File: config.mk
export PLATFORM = sky130hd
export DESIGN_NAME = ide_host_pio
export DESIGN_NICKNAME = d
export VERILOG_FILES = /design/src/rtl/ide_host_pkg.sv /design/src/rtl/ide_host_pio_sync2.sv /design/src/rtl/ide_host_pio.sv
export SDC_FILE = /design/constraint.sdc
export NUM_CORES = 1
export LEC_CHECK = 0
export BUFFER_PORTS_ARGS = -buffer_cell sky130_fd_sc_hd__buf_2
export CORE_ASPECT_RATIO = 1.4
export CORE_MARGIN = 2
export CORE_UTILIZATION = 40
export CTS_CLUSTER_DIAMETER = 40
export DETAILED_ROUTE_END_ITERATION = 12
export GPL_TIMING_DRIVEN = 0
export PLACE_DENSITY = 0.67
export SYNTH_ARGS = -nofsm -noshare
export SYNTH_HDL_FRONTEND = slang
export SYNTH_SLANG_ARGS = --single-unit
File: constraint.sdc
create_clock -name clk -period 2.7 [get_ports clk]
set_clock_uncertainty 0.05 [all_clocks]
set_input_delay 0.405 -clock clk [delete_from_list [all_inputs] [get_ports clk]]
set_output_delay 0.405 -clock clk [all_outputs]
set_load 0.01 [all_outputs]
File: src/rtl/ide_host_pkg.sv
// Shared types and constants for the host-side ATA PIO engine.
package ide_host_pkg;

  typedef enum logic [2:0] {
    S_IDLE    = 3'd0,
    S_SETUP   = 3'd1,
    S_STROBE  = 3'd2,
    S_WAITRDY = 3'd3,
    S_HOLD    = 3'd4,
    S_RECOVER = 3'd5,
    S_RSTLO   = 3'd6
  } state_t;

  // Strobe and chip-select levels on the bus (both active low)
  localparam logic STROBE_ASSERT = 1'b0;
  localparam logic STROBE_NEGATE = 1'b1;
  localparam logic CS_SELECT     = 1'b0;
  localparam logic CS_IDLE       = 1'b1;

  // Command block registers (CS0-)
  localparam logic [2:0] REG_DATA     = 3'd0;
  localparam logic [2:0] REG_ERROR    = 3'd1;
  localparam logic [2:0] REG_FEATURES = 3'd1;
  localparam logic [2:0] REG_SECCNT   = 3'd2;
  localparam logic [2:0] REG_LBA_LO   = 3'd3;
  localparam logic [2:0] REG_LBA_MID  = 3'd4;
  localparam logic [2:0] REG_LBA_HI   = 3'd5;
  localparam logic [2:0] REG_DEVICE   = 3'd6;
  localparam logic [2:0] REG_STATUS   = 3'd7;
  localparam logic [2:0] REG_COMMAND  = 3'd7;
  // Control block registers (CS1-)
  localparam logic [2:0] REG_ALTSTAT  = 3'd6;
  localparam logic [2:0] REG_DEVCTL   = 3'd6;

  // A zero-length timing parameter still needs one cycle of the phase
  function automatic int at_least_one(input int v);
    return (v < 1) ? 1 : v;
  endfunction

  function automatic int max2(input int a, input int b);
    return (a > b) ? a : b;
  endfunction

endpackage

File: src/rtl/ide_host_pio_sync2.sv
// Two-flop synchroniser for asynchronous device lines (iordy, intrq).
module ide_sync2 (
  input  logic clk,
  input  logic rst,
  input  logic d,
  output logic q
);

  logic meta_p0;
  logic sync_p1;

  // Two back-to-back flops; the first may go metastable, the second settles it
  always_ff @(posedge clk) begin
    if (rst) begin
      meta_p0 <= 1'b0;
      sync_p1 <= 1'b0;
    end else begin
      meta_p0 <= d;
      sync_p1 <= meta_p0;
    end
  end

  assign q = sync_p1;

endmodule

File: src/rtl/ide_host_pio.sv
// Host-side ATA PIO engine: one register access per request, timed CS/DA/DIOR-/DIOW-
// cycles with IORDY wait and timeout, plus a bus hardware reset pulse.
module ide_host_pio
  import ide_host_pkg::*;
#(
  parameter int T_SETUP   = 3,
  parameter int T_ACTIVE  = 8,
  parameter int T_HOLD    = 2,
  parameter int T_RECOVER = 6,
  parameter int RDY_TMO   = 1024,
  parameter int RST_LEN   = 64
) (
  input  logic        clk,
  input  logic        rst,
  input  logic        req_valid,
  output logic        req_ready,
  input  logic        req_write,
  input  logic        req_cs1,
  input  logic [2:0]  req_addr,
  input  logic [15:0] req_wdata,
  input  logic        req_busrst,
  output logic        rsp_valid,
  output logic [15:0] rsp_rdata,
  output logic        rsp_err,
  input  logic [15:0] dd_in,
  output logic [15:0] dd_out,
  output logic        dd_oe,
  output logic [2:0]  da,
  output logic        cs0n,
  output logic        cs1n,
  output logic        diorn,
  output logic        diown,
  input  logic        iordy,
  input  logic        intrq,
  output logic        intrq_sync,
  output logic        bus_reset_n
);

  localparam int SETUP_EFF   = at_least_one(T_SETUP);
  localparam int ACTIVE_EFF  = at_least_one(T_ACTIVE);
  localparam int HOLD_EFF    = at_least_one(T_HOLD);
  localparam int RECOVER_EFF = at_least_one(T_RECOVER);
  localparam int RDY_EFF     = at_least_one(RDY_TMO);
  localparam int RST_EFF     = at_least_one(RST_LEN);

  localparam int CNT_MAX = max2(max2(max2(SETUP_EFF, ACTIVE_EFF), max2(HOLD_EFF, RECOVER_EFF)),
                                RST_EFF);
  localparam int CNT_W   = $clog2(CNT_MAX + 1);
  localparam int TMO_W   = $clog2(RDY_EFF + 1);

  localparam logic [CNT_W-1:0] SETUP_LD   = CNT_W'(SETUP_EFF - 1);
  localparam logic [CNT_W-1:0] ACTIVE_LD  = CNT_W'(ACTIVE_EFF - 1);
  localparam logic [CNT_W-1:0] HOLD_LD    = CNT_W'(HOLD_EFF - 1);
  localparam logic [CNT_W-1:0] RECOVER_LD = CNT_W'(RECOVER_EFF - 1);
  localparam logic [CNT_W-1:0] RST_LD     = CNT_W'(RST_EFF - 1);
  localparam logic [TMO_W-1:0] TMO_LAST   = TMO_W'(RDY_EFF - 1);

  state_t           state;
  logic [CNT_W-1:0] cnt;
  logic [TMO_W-1:0] tmo;
  logic             wr_l;
  logic [15:0]      rd_lat;
  logic             err_lat;
  logic             iordy_s;
  logic             release_now;
  logic             timeout_now;
  logic [15:0]      cap_data;

  ide_sync2 u_sync_iordy (.clk(clk), .rst(rst), .d(iordy), .q(iordy_s));
  ide_sync2 u_sync_intrq (.clk(clk), .rst(rst), .d(intrq), .q(intrq_sync));

  assign req_ready = (state == S_IDLE) && !rst;

  // Strobe release: active time done with IORDY high, or the IORDY wait has expired
  always_comb begin
    timeout_now = (state == S_WAITRDY) && !iordy_s && (tmo == TMO_LAST);
    release_now = ((state == S_STROBE) && (cnt == '0) && iordy_s) ||
                  ((state == S_WAITRDY) && (iordy_s || (tmo == TMO_LAST)));
    cap_data    = timeout_now ? 16'hFFFF : (wr_l ? 16'h0000 : dd_in);
  end

  // Cycle sequencer with registered bus and response outputs
  always_ff @(posedge clk) begin
    if (rst) begin
      state       <= S_IDLE;
      cnt         <= '0;
      tmo         <= '0;
      wr_l        <= 1'b0;
      rd_lat      <= 16'h0000;
      err_lat     <= 1'b0;
      rsp_valid   <= 1'b0;
      rsp_rdata   <= 16'h0000;
      rsp_err     <= 1'b0;
      dd_oe       <= 1'b0;
      dd_out      <= 16'h0000;
      da          <= 3'd0;
      cs0n        <= CS_IDLE;
      cs1n        <= CS_IDLE;
      diorn       <= STROBE_NEGATE;
      diown       <= STROBE_NEGATE;
      bus_reset_n <= 1'b1;
    end else begin
      rsp_valid <= 1'b0;
      unique case (state)
        S_IDLE: begin
          if (req_valid) begin
            wr_l <= req_write;
            if (req_busrst) begin
              state       <= S_RSTLO;
              bus_reset_n <= 1'b0;
              cnt         <= RST_LD;
              if (RST_EFF == 1) begin
                rsp_valid <= 1'b1;
                rsp_rdata <= 16'h0000;
                rsp_err   <= 1'b0;
              end
            end else begin
              state  <= S_SETUP;
              da     <= req_addr;
              cs0n   <= req_cs1 ? CS_IDLE : CS_SELECT;
              cs1n   <= req_cs1 ? CS_SELECT : CS_IDLE;
              dd_oe  <= req_write;
              dd_out <= req_wdata;
              cnt    <= SETUP_LD;
            end
          end
        end
        S_SETUP: begin
          if (cnt == '0) begin
            state <= S_STROBE;
            diorn <= wr_l ? STROBE_NEGATE : STROBE_ASSERT;
            diown <= wr_l ? STROBE_ASSERT : STROBE_NEGATE;
            cnt   <= ACTIVE_LD;
          end else begin
            cnt <= cnt - CNT_W'(1);
          end
        end
        S_STROBE: begin
          if (cnt != '0) begin
            cnt <= cnt - CNT_W'(1);
          end else if (!iordy_s) begin
            state <= S_WAITRDY;
            tmo   <= '0;
          end
        end
        S_WAITRDY: begin
          if (!release_now) begin
            tmo <= tmo + TMO_W'(1);
          end
        end
        S_HOLD: begin
          if (cnt == CNT_W'(1)) begin
            rsp_valid <= 1'b1;
            rsp_rdata <= rd_lat;
            rsp_err   <= err_lat;
          end
          if (cnt == '0) begin
            state <= S_RECOVER;
            cs0n  <= CS_IDLE;
            cs1n  <= CS_IDLE;
            dd_oe <= 1'b0;
            cnt   <= RECOVER_LD;
          end else begin
            cnt <= cnt - CNT_W'(1);
          end
        end
        S_RECOVER: begin
          cs0n  <= CS_IDLE;
          cs1n  <= CS_IDLE;
          dd_oe <= 1'b0;
          if (cnt == '0) begin
            state <= S_IDLE;
          end else begin
            cnt <= cnt - CNT_W'(1);
          end
        end
        S_RSTLO: begin
          if (cnt == CNT_W'(1)) begin
            rsp_valid <= 1'b1;
            rsp_rdata <= 16'h0000;
            rsp_err   <= 1'b0;
          end
          if (cnt == '0) begin
            state       <= S_RECOVER;
            bus_reset_n <= 1'b1;
            cnt         <= RECOVER_LD;
          end else begin
            cnt <= cnt - CNT_W'(1);
          end
        end
        default: state <= S_IDLE;
      endcase

      if (release_now) begin
        state   <= S_HOLD;
        diorn   <= STROBE_NEGATE;
        diown   <= STROBE_NEGATE;
        cnt     <= HOLD_LD;
        rd_lat  <= cap_data;
        err_lat <= timeout_now;
        if (HOLD_EFF == 1) begin
          rsp_valid <= 1'b1;
          rsp_rdata <= cap_data;
          rsp_err   <= timeout_now;
        end
      end
    end
  end

endmodule

-- After elaboration in Yosys (flattened, before gate mapping)
Index checks and enable logic that the tools add are counted.
- logic and storage cells: 141
- input port bits: 43
- output and inout port bits: 45
- register bits: 86
- $add $sub $neg: 2
- bitwise operators: 3
- equality and inequality tests: 32
- multiplexer cells: 48
- reductions and logical operators: 33
- operator list (operator ; count):
    16-bit two-way mux ; 4
    7-bit two-way mux ; 5
    7-bit case mux with 5 select lines ; 1
    11-bit two-way mux ; 3
    16-bit case mux with 2 select lines ; 1
    2-bit != test, second input constant ; 14
    3-bit two-way mux ; 8
    11-bit case mux with 2 select lines ; 1
    4-bit AND reduction ; 5
    1-bit two-way mux ; 18
    3-bit != test, second input constant ; 6
    3-bit case mux with 6 select lines ; 1
    7-bit AND reduction ; 2
    11-bit by 1-bit adder with 11-bit output, second input constant ; 1
    11-bit by 10-bit equality test with 1-bit output, second input constant ; 1
    3-bit equality test, second input constant ; 3
    1-bit case mux with 3 select lines ; 3
    7-bit by 1-bit equality test with 1-bit output, second input constant ; 1
    7-bit zero test ; 1
    7-bit nonzero test ; 1
    7-bit by 1-bit subtractor with 7-bit output, second input constant ; 1
    3-bit by 2-bit equality test with 1-bit output, second input constant ; 2
    1-bit logical AND ; 6
    6-bit two-way mux ; 1
    16 further kinds ; 28

-- Logic depth before layout (Yosys ltp)
- depth after elaboration: 6
- gate-level depth with buffers: 8

-- By module
From an unflattened synthesis, not the netlist that was laid out.
- cells, all modules: 462
- area, all modules: 3960.0 um^2
- by module, submodules not included (module ; cells each ; instances ; area each (um^2) ; seq. area each (um^2)):
    ide_host_pio ; 454 ; 1 ; 3854.9 ; 1641.6
    ide_sync2 ; 4 ; 2 ; 52.6 ; 40.0

-- Worst setup path after synthesis
No wires, ideal clock.
- kind: register to register
- start: register cnt[0]
- end: register tmo[7]
- data arrival time: 1.762 ns
- library setup time: 0.121 ns
- setup slack: 0.767 ns
- path buffers: 1
- clock period less this slack: 1.933 ns
- cell stages (with the launch flop): 9
- cells stage by stage: dfxtp_1 inv_1 ha_1 nor2b_1 clkbuf_1 a21oi_4 nor4_2 xnor2_1 nor2_1
- cells in the longest elaborated chain, start to end: 6
- elaborated cells between the ends (all ways): 8
- RTL lines (what ; RTL line ; source):
    from (decl) ; ide_host_pio.sv:59 ; logic [CNT_W-1:0] cnt;
    from (signal assigned) ; ide_host_pio.sv:135 ; cnt <= cnt - CNT_W'(1);
    from (signal assigned) ; ide_host_pio.sv:140 ; cnt <= cnt - CNT_W'(1);
    from (signal assigned) ; ide_host_pio.sv:164 ; cnt <= cnt - CNT_W'(1);
    7-bit zero test ; ide_host_pio.sv:77 ; release_now = ((state == S_STROBE) && (cnt == '0) && iordy_s) ||
    1-bit logical AND (2 in series) ; ide_host_pio.sv:77 ;
    1-bit logical OR ; ide_host_pio.sv:77 ;
    2-bit != test (no source line) ; - ;
    4-bit AND reduction (no source line) (*) ; - ;
    to (signal assigned) ; ide_host_pio.sv:148 ; tmo <= tmo + TMO_W'(1);
    to (decl) ; ide_host_pio.sv:60 ; logic [TMO_W-1:0] tmo;
Mark *: on every way between the ends. The rest lies on a longest branch, timed or not.
A chain may end at the register's enable or synchronous reset.

-- Final worst setup path
- start: register state[0]
- end: output port req_ready
- cells in the longest elaborated chain, start to end: 2
- RTL lines (what ; RTL line ; source):
    from (decl) ; ide_host_pio.sv:58 ; state_t state;
    from (signal assigned) ; ide_host_pio.sv:85 ; state <= S_IDLE;
    from (signal assigned) ; ide_host_pio.sv:109 ; state <= S_RSTLO;
    from (signal assigned) ; ide_host_pio.sv:118 ; state <= S_SETUP;
    3-bit zero test ; ide_host_pio.sv:72 ; assign req_ready = (state == S_IDLE) && !rst;
    1-bit logical AND ; ide_host_pio.sv:72 ;
    to (decl) ; ide_host_pio.sv:16 ; output logic req_ready,
No other way between the ends.

==> impl_results.rst <==
.. list-table::
   :header-rows: 1

   * - Metric
     - Value
   * - GP Congestion
     - 0.962
   * - Fin Hold WS
     - 0.229 ns
   * - Number of setup violations in the final report
     - 0
   * - Global-route wire length before repair
     - 16100 µm
   * - Arrival time reported for the critical path endpoint
     - 1.99 ns
   * - Final-report hold violation count
     - 0
   * - Post-CTS Setup Inserts
     - 0
   * - Post-route design area
     - 4780 µm²
   * - Transition at the pin with the smallest max-transition slack
     - 0.769 ns
   * - Final sum of negative setup slack
     - 0 ns
   * - Share of the yosys chip area belonging to registers
     - 0.444
   * - Number of resized instances in the post-cts repair step
     - 0
   * - Leak
     - 1.89 nW
   * - Most frequent cell after synthesis
     - dfxtp_1
   * - Synth cell count leaders
     - dfxtp_1 (86), nand2_1 (62), a21oi_1 (51)
   * - Detailed router's first-iteration violation count
     - 156
   * - Maximum vdd drop
     - 0.000442 V
   * - Latest clock arrival within the worst-skew pair
     - 0.34 ns
   * - Unrepaired setup endpoints after global routing
     - no
   * - Starting density of the core
     - 0.410
   * - Number of sinks driven by the clock tree
     - 86
   * - Number of standard-cell rows in the floorplan
     - 42
   * - Post-layout utilization of the core
     - 0.506
   * - Synthesized area per cell
     - 9.14 µm²
   * - DIE HEIGHT
     - 120 µm
   * - Via count of the first global-routing pass
     - 3321
   * - Sw power
     - 1.53 mW
   * - Clk pwr share
     - 0.327
   * - Max-slew violation count
     - 0
   * - Sequential fraction of design power
     - 0.341
   * - Status
     - finished clean
   * - Std-Cell Core Area
     - 9460 µm²
   * - Fraction of power spent switching nets
     - 0.351
   * - Number of buffers inserted by port buffering
     - 85
   * - Via-to-Cell Ratio
     - 5.48
   * - Post-synth top area share
     - 0.444
   * - Most frequently used flop master after synthesis
     - dfxtp_1
   * - Unique masters post-synth
     - 61
   * - Clock-pin slew of the registers on the worst-case setup and hold paths
     - 0.06 ns
   * - Min Tclk post-route
     - 2.44 ns
   * - Count of flip-flops with a built-in enable after synthesis
     - 0
   * - Post-route fraction of the period consumed by the critical path
     - 0.906
   * - Gate count of the mapped netlist
     - 424
   * - Antenna cells
     - 0
   * - Worst setup path endpoint
     - req_ready
   * - Clock tree from TritonCTS
     - done
   * - Area added between synthesis and finish
     - 23.5%
   * - Width of the die
     - 87.2 µm
   * - Number of buffers inserted for hold repair after clock tree synthesis
     - 0
   * - Layout net count
     - 567
   * - Post-detailed-routing wire length
     - 9740 µm
   * - Gr ovfl total
     - 0
   * - Largest net degree at the start of global routing
     - 15
   * - Post-synth net total
     - 471
   * - Synth Register Bits
     - 86
   * - DRC viols
     - 0
   * - Total via count in the routed design
     - 3482
   * - Combinational share of power
     - 0.332
   * - Critical path endpoint category
     - primary output
   * - Startpoint of the worst register-to-register path
     - cnt[0]
   * - Estimated wirelength of the detail-placed design
     - 7100 µm
   * - Total routing resource utilization after global routing
     - 0.193
   * - First-pass detailed-route iteration total
     - 4
   * - Number of antenna violations at the first check in global routing
     - 0
   * - Cell area after synthesis
     - 3870 µm²
   * - Areal power density over the cells
     - 912 nW/µm²
   * - Critical register-to-register path endpoint
     - tmo[7]
   * - Number of buffers added by the clock tree synthesis step
     - 9
   * - Final antenna-violating net count
     - 0
   * - Die Area
     - 10500 µm²
   * - Library cell used as clock root buffer
     - clkbuf_16
   * - Cell area after placement
     - 4440 µm²
   * - Type of the setup path with the least slack
     - register to primary output
   * - Setup slack of the worst register-to-register path
     - 0.37 ns
   * - Worst Hold Class
     - input pin to register
   * - Rel. slew slack
     - 0.484
   * - Crit-path max FO
     - 10
   * - Cell taking the most area after synthesis
     - dfxtp_1
   * - Count of pins on the block boundary
     - 88
   * - Post-synth ARST share
     - 0
   * - Hold Path Depth
     - 2
   * - FMAX
     - 0.409 GHz
   * - Final-layout fill cell count
     - 943
   * - Layout cell share with drive strength beyond 1
     - 0.284
   * - Internal Pwr Total
     - 2.83 mW
   * - Number of warnings issued by yosys
     - 0
   * - WL per Instance
     - 15.3 µm
   * - Startpoint of the most critical setup path
     - state[0]
   * - Main area contributors after synthesis
     - dfxtp_1 (44%), a21oi_1 (6.6%), nand2_1 (6.0%)
   * - Number of maximum-capacitance constraint violations
     - 0
   * - Required arrival time at the worst endpoint
     - 2.25 ns
   * - Count of H-tree levels built during CTS
     - 3
   * - Buffers from clock root to sink, at most
     - 2
   * - R2R depth
     - 8
   * - Launching element type of the critical path
     - register
==> final cells by class <==
cell class | count | area (µm²) | area share
multi-input combinational | 305 | 1990 | 0.415
sequential | 86 | 1720 | 0.360
timing repair buffer | 85 | 425 | 0.0889
clock buffer | 10 | 239 | 0.0499
buffer | 28 | 146 | 0.0306
tap | 110 | 138 | 0.0288
clock inverter | 6 | 109 | 0.0228
inverter | 5 | 18.8 | 0.00392
==> power groups by stage <==
stage | logic (mW) | clock network, mW | registers (mW)
floorplan | 1.06 | 0 | 1.51
global placement | 1.40 | 0 | 1.51
detailed placement | 1.43 | 0 | 1.51
CTS | 1.44 | 1.45 | 1.48
global route | 1.59 | 1.52 | 1.50
finish | 1.45 | 1.42 | 1.49
==> sequential cells by signal, summed over array words and instances (netlist names) <==
signal / flops
cnt: 7
rsp_rdata: 16
cs0n: 1
diown: 1
u_sync_intrq.q: 1
wr_l: 1
dd_out: 16
rd_lat: 16
u_sync_iordy.meta_p0: 1
bus_reset_n: 1
err_lat: 1
u_sync_intrq.meta_p0: 1
dd_oe: 1
tmo: 11
rsp_valid: 1
cs1n: 1
diorn: 1
da: 3
u_sync_iordy.q: 1
state: 3
rsp_err: 1
==> metal layers <==
layer	routed length, µm	track usage	part of all wire	vias up
met5	0	0	0	-
met4	261	0.100	0.027	0
met3	639	0.0410	0.066	24
met2	4640	0.321	0.48	138
met1	4200	0.231	0.43	1609
li1	-	-	-	1711
==> worst max-delay path, cell delays in order (launching register included) <==
cell and delay, ns:
dfxtp_1 0.31, buf_2 0.18, buf_1 0.42, clkbuf_1 0.46, nor4_1 0.10, buf_2 0.17
==> per-stage QoR <==
stage	power, mW	std cells	worst slack, ns
after global placement	2.91	619	0.420
after CTS	4.37	635	0.248
final	4.36	635	0.255
after global routing	4.62	635	0.110
after floorplan	2.57	424	0.767
after detailed placement	2.94	619	0.405
==> cells in the final DEF, fill, tap and decap left out, types with 9 or more instances in the layout <==
| cell type | count |
|---|---|
| nor2b_1 | 25 |
| buf_2 | 91 |
| clkbuf_1 | 11 |
| nor2_1 | 22 |
| a21oi_1 | 51 |
| nand2_1 | 62 |
| xnor2_1 | 9 |
| nor3_2 | 17 |
| nand3_1 | 10 |
| dfxtp_1 | 86 |
| clkbuf_16 | 9 |
| a22o_1 | 17 |
==> worst min path at each step <==
| stage | startpoint | end | slack, ns |
|---|---|---|---|
| 3_5_place_dp | u_sync_iordy.meta_p0 | u_sync_iordy.q | 0.37 |
| 6_report | intrq | u_sync_intrq.meta_p0 | 0.23 |
| 2_1_floorplan | u_sync_intrq.meta_p0 | u_sync_intrq.q | 0.36 |
| 5_1_grt | iordy | u_sync_iordy.meta_p0 | 0.25 |
| 3_3_place_gp | u_sync_intrq.meta_p0 | u_sync_intrq.q | 0.36 |
| 4_1_cts | intrq | u_sync_intrq.meta_p0 | 0.23 |
==> kinds of logic after synthesis <==
| group | count (synthesis) | synth area share |
|---|---|---|
| AND/OR/NAND/NOR | 185 | 0.284 |
| flip-flops | 86 | 0.444 |
| adder cells (fa/ha/maj) | 4 | 0.0129 |
| XOR/XNOR | 11 | 0.0249 |
| buffers and inverters | 33 | 0.0426 |
| AO/OA/AOI/OAI | 104 | 0.189 |
| multiplexers | 1 | 0.00258 |
Power figures use the tool's default switching activity.
